==> src/rtl/tdm_demux_2ch.sv <==
// Two-channel TDM demultiplexer: routes tagged beats into per-channel FIFOs.
// Optional strict A/B alternation checking is enabled by TDM_DEMUX_ALT_CHECK_EN.

module tdm_demux_2ch_fifo #(
    parameter int WIDTH = 8,
    parameter int DEPTH = 2
) (
    input  logic             clk,
    input  logic             rst,
    input  logic             push,
    input  logic [WIDTH-1:0] wdata,
    input  logic             pop,
    output logic [WIDTH-1:0] rdata,
    output logic             full,
    output logic             empty
);
    localparam int PW = (DEPTH > 2) ? 2 : 1;
    localparam int CW = PW + 1;
    localparam logic [PW-1:0] LAST = PW'(DEPTH - 1);
    localparam logic [CW-1:0] FULL = CW'(DEPTH);

    logic [WIDTH-1:0] mem [DEPTH];
    logic [PW-1:0]    wr_ptr;
    logic [PW-1:0]    rd_ptr;
    logic [CW-1:0]    count;

    // Pointer and occupancy tracking; count spans 0..DEPTH so full/empty never alias
    always_ff @(posedge clk) begin
        if (rst) begin
            wr_ptr <= '0;
            rd_ptr <= '0;
            count  <= '0;
        end else begin
            if (push)
                wr_ptr <= (wr_ptr == LAST) ? '0 : wr_ptr + 1'b1;
            if (pop)
                rd_ptr <= (rd_ptr == LAST) ? '0 : rd_ptr + 1'b1;
            case ({push, pop})
                2'b10:   count <= count + 1'b1;
                2'b01:   count <= count - 1'b1;
                default: count <= count;
            endcase
        end
    end

    // Storage array; stale contents are harmless because count gates visibility
    always_ff @(posedge clk) begin
        if (push)
            mem[wr_ptr] <= wdata;
    end

    assign rdata = mem[rd_ptr];
    assign full  = (count == FULL);
    assign empty = (count == '0);
endmodule

module tdm_demux_2ch #(
    parameter int WIDTH = 8,
    parameter int DEPTH = 2
) (
    input  logic             clk,
    input  logic             rst,
    input  logic [WIDTH-1:0] in_data,
    input  logic             in_sel,
    input  logic             in_valid,
    output logic             in_ready,
    output logic [WIDTH-1:0] a_data,
    output logic             a_valid,
    input  logic             a_ready,
    output logic [WIDTH-1:0] b_data,
    output logic             b_valid,
    input  logic             b_ready,
    output logic [7:0]       a_count,
    output logic [7:0]       b_count,
    output logic             seq_err
);
    logic a_full;
    logic a_empty;
    logic b_full;
    logic b_empty;
    logic push_a;
    logic push_b;
    logic pop_a;
    logic pop_b;
    logic accept;

    // During reset the FIFOs are treated as empty, so in_ready reads 1
    assign in_ready = rst | (in_sel ? ~b_full : ~a_full);
    assign accept   = in_valid & ~rst & (in_sel ? ~b_full : ~a_full);
    assign push_a   = accept & ~in_sel;
    assign push_b   = accept & in_sel;

    assign a_valid  = ~rst & ~a_empty;
    assign b_valid  = ~rst & ~b_empty;
    assign pop_a    = a_valid & a_ready;
    assign pop_b    = b_valid & b_ready;

    tdm_demux_2ch_fifo #(
        .WIDTH (WIDTH),
        .DEPTH (DEPTH)
    ) u_fifo_a (
        .clk   (clk),
        .rst   (rst),
        .push  (push_a),
        .wdata (in_data),
        .pop   (pop_a),
        .rdata (a_data),
        .full  (a_full),
        .empty (a_empty)
    );

    tdm_demux_2ch_fifo #(
        .WIDTH (WIDTH),
        .DEPTH (DEPTH)
    ) u_fifo_b (
        .clk   (clk),
        .rst   (rst),
        .push  (push_b),
        .wdata (in_data),
        .pop   (pop_b),
        .rdata (b_data),
        .full  (b_full),
        .empty (b_empty)
    );

    // Delivered-beat counters, wrapping naturally at 256
    always_ff @(posedge clk) begin
        if (rst) begin
            a_count <= 8'd0;
            b_count <= 8'd0;
        end else begin
            if (pop_a)
                a_count <= a_count + 8'd1;
            if (pop_b)
                b_count <= b_count + 8'd1;
        end
    end

`ifdef TDM_DEMUX_ALT_CHECK_EN
    logic exp_sel;
    logic err_q;

    // Tracker follows the accepted tag so one slip flags once, not forever after
    always_ff @(posedge clk) begin
        if (rst) begin
            exp_sel <= 1'b0;
            err_q   <= 1'b0;
        end else if (accept) begin
            exp_sel <= ~in_sel;
            if (in_sel != exp_sel)
                err_q <= 1'b1;
        end
    end

    assign seq_err = err_q;
`else
    assign seq_err = 1'b0;
`endif
endmodule
==> config.mk <==
export PLATFORM = sky130hd
export DESIGN_NAME = tdm_demux_2ch
export DESIGN_NICKNAME = d
export VERILOG_FILES = /design/src/rtl/tdm_demux_2ch.sv
export SDC_FILE = /design/constraint.sdc
export NUM_CORES = 1
export LEC_CHECK = 0
export BUFFER_PORTS_ARGS = -buffer_cell sky130_fd_sc_hd__buf_2
export CAP_MARGIN = 10
export CORE_MARGIN = 3
export CORE_UTILIZATION = 49
export CTS_CLUSTER_DIAMETER = 50
export DETAILED_ROUTE_END_ITERATION = 6
export PLACE_DENSITY = 0.85
export SYNTH_ARGS = -nofsm -noshare
export SYNTH_HDL_FRONTEND = slang
export SYNTH_SLANG_ARGS = --single-unit
==> constraint.sdc <==
create_clock -name clk -period 1.8 [get_ports clk]
set_input_delay 0.18 -clock clk [delete_from_list [all_inputs] [get_ports clk]]
set_output_delay 0.18 -clock clk [all_outputs]
set_load 0.05 [all_outputs]
==> flow_metrics.env, run 1 <==
export IMPL_io_buffers=48
export IMPL_antenna_found_initial=0
export IMPL_worstSetupPathType="reg -> reg"
export IMPL_syn_nets=222
export IMPL_yosysWarnings=0
export IMPL_first_iter_violations=55
export IMPL_maxSlewViolCount=0
export IMPL_final_cell_mix="48 x buf_2, 32 x edfxtp_1, 26 x dfxtp_1, 24 x mux2_2, 14 x nor2_1"
export IMPL_initial_core_util_pct=52.0
export IMPL_cts_hold_buf=0
export IMPL_fmax_ghz=0.585
export IMPL_cts_tree="yes"
export IMPL_status="finished, final reports clean"
export IMPL_pwr_density_cell_mw_per_mm2=925
export IMPL_min_period_over_period_pct=95.0
export IMPL_drt_pass1_iterations=4
export IMPL_ys_seq_area_share_pct=59.1
export IMPL_vias_per_cell=5.08
export IMPL_grt_max_degree=37
export IMPL_tns_ns=0
export IMPL_rows=25
export IMPL_cp_arrival_ns=1.97
export IMPL_wl_per_cell_um=13.6
export IMPL_rsz0062_at_grt="false"
export IMPL_ant_nets=0
export IMPL_hold_path_class="in -> reg"
export IMPL_multi_input_area_um2=931
export IMPL_dp_cells=321
export IMPL_root_buffer="clkbuf_8"
export IMPL_finalHoldViolations=0
export IMPL_layout_nets=283
export IMPL_grt_remaining_overflow=0
export IMPL_grt_pass1_vias=1712
export IMPL_grt_pass1_wl_mm=7.78
export IMPL_grt_util_met1_pct=20.7
export IMPL_seqCellArea_mm2=0.00148
export IMPL_grt_usage_pct=16.7
export IMPL_worstSkewPairLatency_ns=0.33
export IMPL_yosysUniqueCellTypes=29
export IMPL_global_route_usage_met3_pct=4.41
export IMPL_finalSetupViolations=0
export IMPL_cts_inserted_buffers=9
export IMPL_die_area_mm2=0.00601
export IMPL_syn_area_per_cell_um2=12.3
export IMPL_leakagePower_nw=1.20
export IMPL_ys_seq_elements=58
export IMPL_min_period_ns=1.71
export IMPL_die_x_um=77.5
export IMPL_clkSinkCount=58
export IMPL_cp_required_ns=2.06
export IMPL_dp_hpwl_mm=3.16
export IMPL_dieHeight_um=77.5
export IMPL_drive_gt1_share_pct=37.4
export IMPL_dr_total_vias=1713
export IMPL_busiest_layer="met2"
export IMPL_ioPinCount=50
export IMPL_gp_congestion=0.778
export IMPL_fillers=421
export IMPL_diodes=0
export IMPL_clock_path_buffers=2
export IMPL_finClkSkew_ns=0.00362
export IMPL_clk_pin_slew_worst_paths_ns=0.06
export IMPL_final_common_cell="buf_2"
export IMPL_crit_fanout=3
export IMPL_drv_cap=0
export IMPL_drc=0
export IMPL_synthCells=204
export IMPL_instances_no_fill=337
export IMPL_synth_cell_area_mm2=0.00251
export IMPL_fp_coreArea_mm2=0.00482
export IMPL_areaGrowthSynthToFinish_pct=22.3
export IMPL_met2_usage_pct=26.0
export IMPL_cp_start_kind="register"
export IMPL_end_kind="register"
export IMPL_drt_total_wl_mm=4.57
export IMPL_htree_levels=3
export IMPL_peakVddDrop_v=0.000802
-- cell families (layout without fill, tap and decap cells) --
| group | count (synthesis) | count (layout) | share of synthesized area [%] |
|---|---|---|---|
| AND/OR/NAND/NOR | 62 | 62 | 13.8 |
| flip-flops | 58 | 58 | 59.1 |
| multiplexers | 29 | 29 | 12.8 |
| AO/OA/AOI/OAI | 24 | 24 | 6.34 |
| buffers and inverters | 22 | 88 | 4.39 |
| adder cells (fa/ha/maj) | 4 | 4 | 2.00 |
| XOR/XNOR | 4 | 4 | 1.40 |
| other | 1 | 1 | 0.150 |
-- what timing repair did --
item,4_1_cts,5_1_grt
gates resized for setup,1,1
endpoints found under the setup margin,1,1
setup buffers,0,0
-- worst max-delay path, cell delays in order (launching register included) --
cell and delay, ns:
dfxtp_1 0.31, nor2b_1 0.15, or4_4 0.45, ha_4 0.18
xnor2_1 0.12, or3_1 0.30, a21oi_1 0.13
-- state kept, by name, summed over array words and instances (netlist names), named ones only --
register and count:
b_count 8, u_fifo_a.wr_ptr 1, u_fifo_a.count 2, a_count 8
u_fifo_a.rd_ptr 1, u_fifo_b.rd_ptr 1, u_fifo_b.mem 16, u_fifo_b.wr_ptr 1
u_fifo_a.mem 16, u_fifo_b.count 2
-- cell usage after synthesis --
cell type | number | area, um^2
edfxtp_1 | 32 | 961
dfxtp_1 | 26 | 521
mux2_2 | 24 | 270
nor2_1 | 14 | 52.6
a21oi_1 | 12 | 60.1
inv_1 | 11 | 41.3
nor4_1 | 10 | 62.6
nand2b_1 | 7 | 43.8
clkbuf_1 | 6 | 22.5
nand2_1 | 6 | 22.5
nor2b_1 | 6 | 37.5
o21ai_0 | 6 | 30.0
or3_1 | 6 | 37.5
mux2i_1 | 5 | 50.1
ha_1 | 4 | 50.1
or4_1 | 4 | 30.0
and2b_1 | 3 | 22.5
buf_6 | 3 | 33.8
nand4_1 | 3 | 18.8
o31ai_1 | 3 | 22.5
nand3_1 | 2 | 10.0
o21bai_4 | 2 | 37.5
xnor2_1 | 2 | 17.5
xor2_1 | 2 | 17.5
a31o_2 | 1 | 8.76
buf_2 | 1 | 5.00
buf_4 | 1 | 7.51
conb_1 | 1 | 3.75
nand4b_1 | 1 | 8.76
-- cell type report --
type,instances,share of cell area (%)
multi-input cells,124,30.4
inverters,11,1.35
well taps,67,2.73
clock buffers,12,4.41
repair buffers,61,11.4
flip-flops and latches,58,48.3
clock inverters,4,1.39
-- path summary, 6_finish.rpt --
check | from | endpoint | slack [ns] | cells past startpoint
worst max-delay path | u_fifo_a.count[1] | u_fifo_a.count[1] | 0.09 | 6
worst max register to register | u_fifo_a.count[1] | u_fifo_a.count[1] | 0.09 | 6
worst min-delay path | in_data[1] | u_fifo_a.mem[0][1] | 0.07 | 1
worst min register to register | a_count[4] | a_count[4] | 0.50 | 1
-- layer usage --
metal / vias up / routed length [um]
met3: 10 / 281
met2: 47 / 2200
met5: - / 0
met4: 0 / 116
met1: 800 / 1970
li1: 856 / -
-- power breakdown --
part / total (W) / switching (W) / internal, W
clock: 0.00110 / 0.000471 / 0.000629
sequential: 0.00145 / 0.0000182 / 0.00143
combinational: 0.000288 / 0.000186 / 0.000101
-- metrics by stage --
| stage | instance area [um^2] | utilization [%] | total power [W] | hold slack [ns] | worst slack (ns) |
|---|---|---|---|---|---|
| 4_1_cts | 3050 | 63.4 | 0.00287 | 0.0501 | 0.0311 |
| 5_1_grt | 3070 | 63.6 | 0.00293 | 0.0541 | 0.0427 |
| 3_3_place_gp | 2870 | 59.6 | 0.00175 | 0.397 | 0.0842 |
| 2_1_floorplan | 2510 | - | 0.00168 | 0.279 | 0.00290 |
| 3_5_place_dp | 2870 | 59.6 | 0.00176 | 0.400 | 0.00471 |
| 6_report | 3070 | 63.6 | 0.00283 | 0.0685 | 0.0908 |
Note: power is estimated with default switching activity, not from simulation.
==> run 2: changes to the inputs <==
Settings changed: CORE_UTILIZATION 49 to 54, PLACE_DENSITY 0.85 to 0.89.
Clock period 1.8 ns to 1.6 ns, I/O delays scaled along.
==> run 2 against run 1 <==
  * First-iteration DRC count grew 25%
  * Hold slack lost 0.029 ns
  * Sequential cell count is the same
  * Fmax shrank 0.43%
  * Via count grew 3.4%
  * The flow now finishes with violations (setup timing)
  * Largest cell class unchanged
  * Final area grew 4.1%
  * Count of clock-buffer cells in the layout shrank 1
  * Final cell count shrank 2.1%
  * Non-clock buffer count grew 8
  * Highest routed layer unchanged
  * Global-route usage grew 2.0 points
==> flow_metrics.env, run 2 (synthesized netlist as in run 1, its figures left out) <==
export IMPL_layout_nets=291
export IMPL_fp_coreArea_mm2=0.00441
export IMPL_setup_slack_ns=-0.117
export IMPL_top_regs="u_fifo_a.mem (16), u_fifo_b.mem (16)"
export IMPL_io_buffers=48
export IMPL_wl_per_cell_um=14.8
export IMPL_cp_required_ns=1.86
export IMPL_hold_path_class="in -> reg"
export IMPL_diodes=0
export IMPL_post_route_util_pct=72.3
export IMPL_drc=0
export IMPL_antenna_found_initial=0
export IMPL_die_x_um=74.1
export IMPL_leakagePower_nw=1.26
export IMPL_stdcell_area_mm2=0.00319
export IMPL_worstSetupPathType="reg -> reg"
export IMPL_dp_hpwl_mm=3.32
export IMPL_first_iter_violations=69
export IMPL_rsz0062_at_grt="true"
export IMPL_drv_cap=0
export IMPL_pwr_density_cell_mw_per_mm2=1040
export IMPL_min_period_over_period_pct=107
export IMPL_violations="setup timing"
export IMPL_cp_slowest_stage_delay_ns=0.45
export IMPL_crit_fanout=2
export IMPL_cts_tree="yes"
export IMPL_cp_start_kind="register"
export IMPL_status="finished, violations left"
export IMPL_grt_pass1_wl_mm=7.53
export IMPL_dieHeight_um=74.1
export IMPL_r2r_setup_slack_ns=-0.12
export IMPL_initial_core_util_pct=56.8
export IMPL_grt_max_degree=25
export IMPL_min_period_ns=1.72
export IMPL_fmax_ghz=0.583
export IMPL_grt_pass1_vias=1638
export IMPL_clk_pin_slew_worst_paths_ns=0.07
export IMPL_die_area_mm2=0.00549
export IMPL_final_cell_mix="47 x buf_2, 32 x edfxtp_1, 24 x mux2_2, 18 x buf_4, 16 x dfxtp_1"
export IMPL_finClkSkew_ns=0.00790
export IMPL_post_dp_cell_area_mm2=0.00292
export IMPL_worstSkewPairLatency_ns=0.34
export IMPL_cts_hold_buf=0
export IMPL_end_kind="register"
export IMPL_cp_arrival_ns=1.98
export IMPL_total_power_w=0.00332
export IMPL_finalHoldViolations=0
export IMPL_critical_path_slowest_cell="or4_4"
export IMPL_tns_ns=-0.117
export IMPL_vias_per_cell=5.37
export IMPL_clock_path_buffers=2
export IMPL_peakVddDrop_v=0.000535
export IMPL_rows=24
export IMPL_clkSinkCount=58
export IMPL_drt_pass1_iterations=4
export IMPL_fillers=331
export IMPL_final_common_cell="buf_2"
export IMPL_grt_usage_pct=18.7
export IMPL_cts_inserted_buffers=9
export IMPL_drive_gt1_share_pct=47.8
export IMPL_ioPinCount=50
export IMPL_grt_remaining_overflow=0
export IMPL_root_buffer="clkbuf_8"
export IMPL_maxSlewViolCount=0
export IMPL_htree_levels=3
export IMPL_path_cells="nor2b_4, or4_4, ha_4, xnor2_1, or3_1, a21oi_2"
export IMPL_gp_congestion=0.762
export IMPL_finalSetupViolations=1
export IMPL_drt_total_wl_mm=4.90
export IMPL_ant_nets=0
export IMPL_dr_total_vias=1772
export IMPL_areaGrowthSynthToFinish_pct=27.4
run 2: metal layers:
metal	wire length (um)	GRT usage (%)
met5	0	0
met4	89	9.66
met3	298	6.22
met2	2450	31.2
met1	2060	21.4
run 2: stage by stage:
step / hold slack (ns) / cells / setup slack, ns
after floorplan: 0.259 / 204 / -0.0928
after global placement: 0.374 / 313 / -0.0326
after detailed placement: 0.385 / 313 / -0.0943
after CTS: 0.0305 / 329 / -0.104
after global routing: 0.0305 / 330 / -0.163
final: 0.0391 / 330 / -0.117
run 2: worst paths after layout:
kind	start	endpoint	cells past startpoint
worst max register to register	u_fifo_a.count[1]	u_fifo_a.count[1]	6
worst min-delay path	in_data[4]	u_fifo_b.mem[1][4]	1
worst min register to register	b_count[4]	b_count[4]	1
worst max-delay path	u_fifo_a.count[1]	u_fifo_a.count[1]	6
run 2: final cells by class:
class	count	area (um^2)	area share (%)
clock buffers	11	141	4.43
clock inverters	5	53.8	1.69
inverters	11	41.3	1.29
multi-input cells	124	976	30.6
flip-flops and latches	58	1500	47.0
well taps	52	65.1	2.04
repair buffers	69	415	13.0
run 2: worst max-delay path, delay by kind of cell (launching register included):
family	cells	cell delay (ns)
AND/OR/NAND/NOR	3	0.90
flip-flops	1	0.32
adder cells (fa/ha/maj)	1	0.19
XOR/XNOR	1	0.12
AO/OA/AOI/OAI	1	0.12
run 2: where the power goes:
group	leakage (nW)	internal, W	switching, W
clock	0.103	0.000756	0.000579
combinational	0.649	0.000131	0.000216
sequential	0.506	0.00161	0.0000262
total	1.26	0.00249	0.000822
run 2: what timing repair did:
item	in CTS	in global routing
setup buffers	0	1
pin swaps	2	6
setup endpoints to repair	35	20
resized for setup	8	15
==> run 3: changes to the inputs <==
Settings changed: CELL_PAD_IN_SITES_DETAIL_PLACEMENT set to 1, CELL_PAD_IN_SITES_GLOBAL_PLACEMENT set to 1, CORE_UTILIZATION 54 to 43, PLACE_DENSITY 0.89 to 0.88, SETUP_SLACK_MARGIN set to 0.4.
==> run 3 against run 2 <==
  * The flow still finishes with violations (setup timing)
  * Register-to-register slack got worse by 0.12 ns
  * Hold slack improved by 0.0078 ns
  * Combinational power increased by 71%
  * Clock power increased by 4%
==> flow_metrics.env, run 3 (synthesized netlist as in run 1, its figures left out) <==
export IMPL_global_route_usage_met3_pct=6.72
export IMPL_grt_pass1_wl_mm=12.2
export IMPL_ioPinCount=50
export IMPL_drt_total_wl_mm=9.48
export IMPL_drv_cap=0
export IMPL_cts_inserted_buffers=9
export IMPL_fmax_ghz=0.545
export IMPL_worstSetupPathType="reg -> reg"
export IMPL_worst_pin_slew_ns=0.761
export IMPL_cts_tree="yes"
export IMPL_ant_nets=0
export IMPL_violations="setup timing"
export IMPL_grt_max_degree=17
export IMPL_status="finished, violations left"
export IMPL_dieHeight_um=82.3
export IMPL_antenna_found_initial=0
export IMPL_grt_remaining_overflow=0
export IMPL_grt_util_met1_pct=27.2
export IMPL_pre_cts_ws_ns=-0.111
export IMPL_wl_per_cell_um=25.7
export IMPL_final_common_cell="edfxtp_1"
export IMPL_grt_usage_pct=25.6
export IMPL_cp_arrival_ns=2.10
export IMPL_clock_path_buffers=2
export IMPL_finalHoldViolations=0
export IMPL_io_buffers=48
export IMPL_root_buffer="clkbuf_8"
export IMPL_grt_pass1_vias=2155
export IMPL_cp_slowest_stage_delay_ns=0.45
export IMPL_areaGrowthSynthToFinish_pct=64.3
export IMPL_drive_gt1_share_pct=67.7
export IMPL_path_cells="nor2b_4, or4_4, ha_4, xnor2_4, or3_4, a21oi_2"
export IMPL_crit_fanout=2
export IMPL_critical_path_slowest_cell="or4_4"
export IMPL_clk_pin_slew_worst_paths_ns=0.07
export IMPL_finClkSkew_ns=0.0102
export IMPL_rows=27
export IMPL_leakagePower_nw=1.63
export IMPL_worstSkewPairLatency_ns=0.35
export IMPL_hp_start="in_data[3]"
export IMPL_final_cell_mix="32 x edfxtp_1, 25 x buf_2, 22 x mux2_4, 20 x buf_8, 20 x buf_4"
export IMPL_min_period_ns=1.84
export IMPL_end_kind="register"
export IMPL_peakVddDrop_v=0.000646
export IMPL_r2r_start="u_fifo_a.count[1]"
export IMPL_layout_nets=310
export IMPL_setup_slack_ns=-0.236
export IMPL_fp_coreArea_mm2=0.00557
export IMPL_dr_total_vias=2086
export IMPL_rsz0062_at_grt="true"
export IMPL_drc=0
export IMPL_cts_hold_buf=0
export IMPL_instances_no_fill=369
export IMPL_first_iter_violations=108
export IMPL_cp_required_ns=1.86
export IMPL_clkSinkCount=58
export IMPL_die_area_mm2=0.00678
export IMPL_initial_core_util_pct=45.0
export IMPL_maxSlewViolCount=0
export IMPL_pwr_density_cell_mw_per_mm2=878
export IMPL_die_x_um=82.3
export IMPL_cp_start_kind="register"
export IMPL_dp_hpwl_mm=3.98
export IMPL_drt_pass1_iterations=4
export IMPL_post_route_util_pct=73.8
export IMPL_vias_per_cell=5.65
export IMPL_diodes=0
export IMPL_hold_path_class="in -> reg"
export IMPL_min_period_over_period_pct=115
export IMPL_finalSetupViolations=22
export IMPL_dp_cells=329
export IMPL_gp_congestion=0.720
export IMPL_met2_usage_pct=47.3
export IMPL_top_regs="u_fifo_a.mem (16), u_fifo_b.mem (16)"
export IMPL_busiest_layer="met2"
export IMPL_htree_levels=3
export IMPL_crit_start="u_fifo_a.count[1]"
export IMPL_slew_headroom_pct=49.2
-- run 3: cell count changes in the layout (fill, tap and decap cells not counted), moves of 15 or more --
cell	delta
buf_2	-22
dfxtp_4	+17
mux2_4	+22
buf_6	+15
mux2_2	-22
buf_8	+20
-- run 3: final timing paths --
kind                              to  slack (ns)  cells after the start
hold reg to reg           a_count[4]        0.47                      1
setup / recovery   u_fifo_a.count[1]       -0.24                      6
hold / removal    u_fifo_b.mem[1][3]        0.05                      1
setup reg to reg   u_fifo_a.count[1]       -0.24                      6
-- run 3: critical path, delay by kind of cell, from the launching register on --
family / cells / cell delay (ns)
AO/OA/AOI/OAI: 1 / 0.15
XOR/XNOR: 1 / 0.14
adder cells (fa/ha/maj): 1 / 0.21
flip-flops: 1 / 0.33
AND/OR/NAND/NOR: 3 / 0.92
-- run 3: where the power goes --
| group | switching [W] | leakage (nW) | internal [W] |
|---|---|---|---|
| clock | 0.000600 | 0.101 | 0.000798 |
| combinational | 0.000324 | 1.01 | 0.000268 |
| sequential | 0.0000393 | 0.517 | 0.00158 |
| total | 0.000964 | 1.63 | 0.00265 |
-- run 3: stage by stage --
step / total power, W / hold WS, ns / area (um^2) / setup TNS [ns]
after floorplan: 0.00189 / 0.259 / 2700 / -0.755
after global routing: 0.00372 / 0.0278 / 4120 / -3.17
after detailed placement: 0.00200 / 0.389 / 3070 / -0.212
final: 0.00361 / 0.0469 / 4120 / -2.34
after CTS: 0.00353 / 0.0255 / 3980 / -1.55
after global placement: 0.00198 / 0.375 / 3070 / -0.0425
-- run 3: routing by layer --
metal  wire, um  up-vias
li1           -      916
met1       3540     1053
met2       5060       93
met3        493       24
met4        386        0
met5          0        -
-- run 3: repair_timing --
| item | 4_1_cts | 5_1_grt |
|---|---|---|
| pin swaps | 35 | 12 |
| buffers inserted | 18 | 6 |
| gates cloned | 0 | 0 |
| setup endpoints to repair | 74 | 79 |
| gates resized for setup | 139 | 25 |
-- run 3: layout make-up --
type	instances	area (um^2)
Sequential cell	58	1550
Fill cell	491	1460
Multi-Input combinational cell	124	1400
Timing Repair Buffer	88	832
Clock buffer	13	159
Tap cell	72	90.1
Inverter	11	43.8
Clock inverter	3	38.8
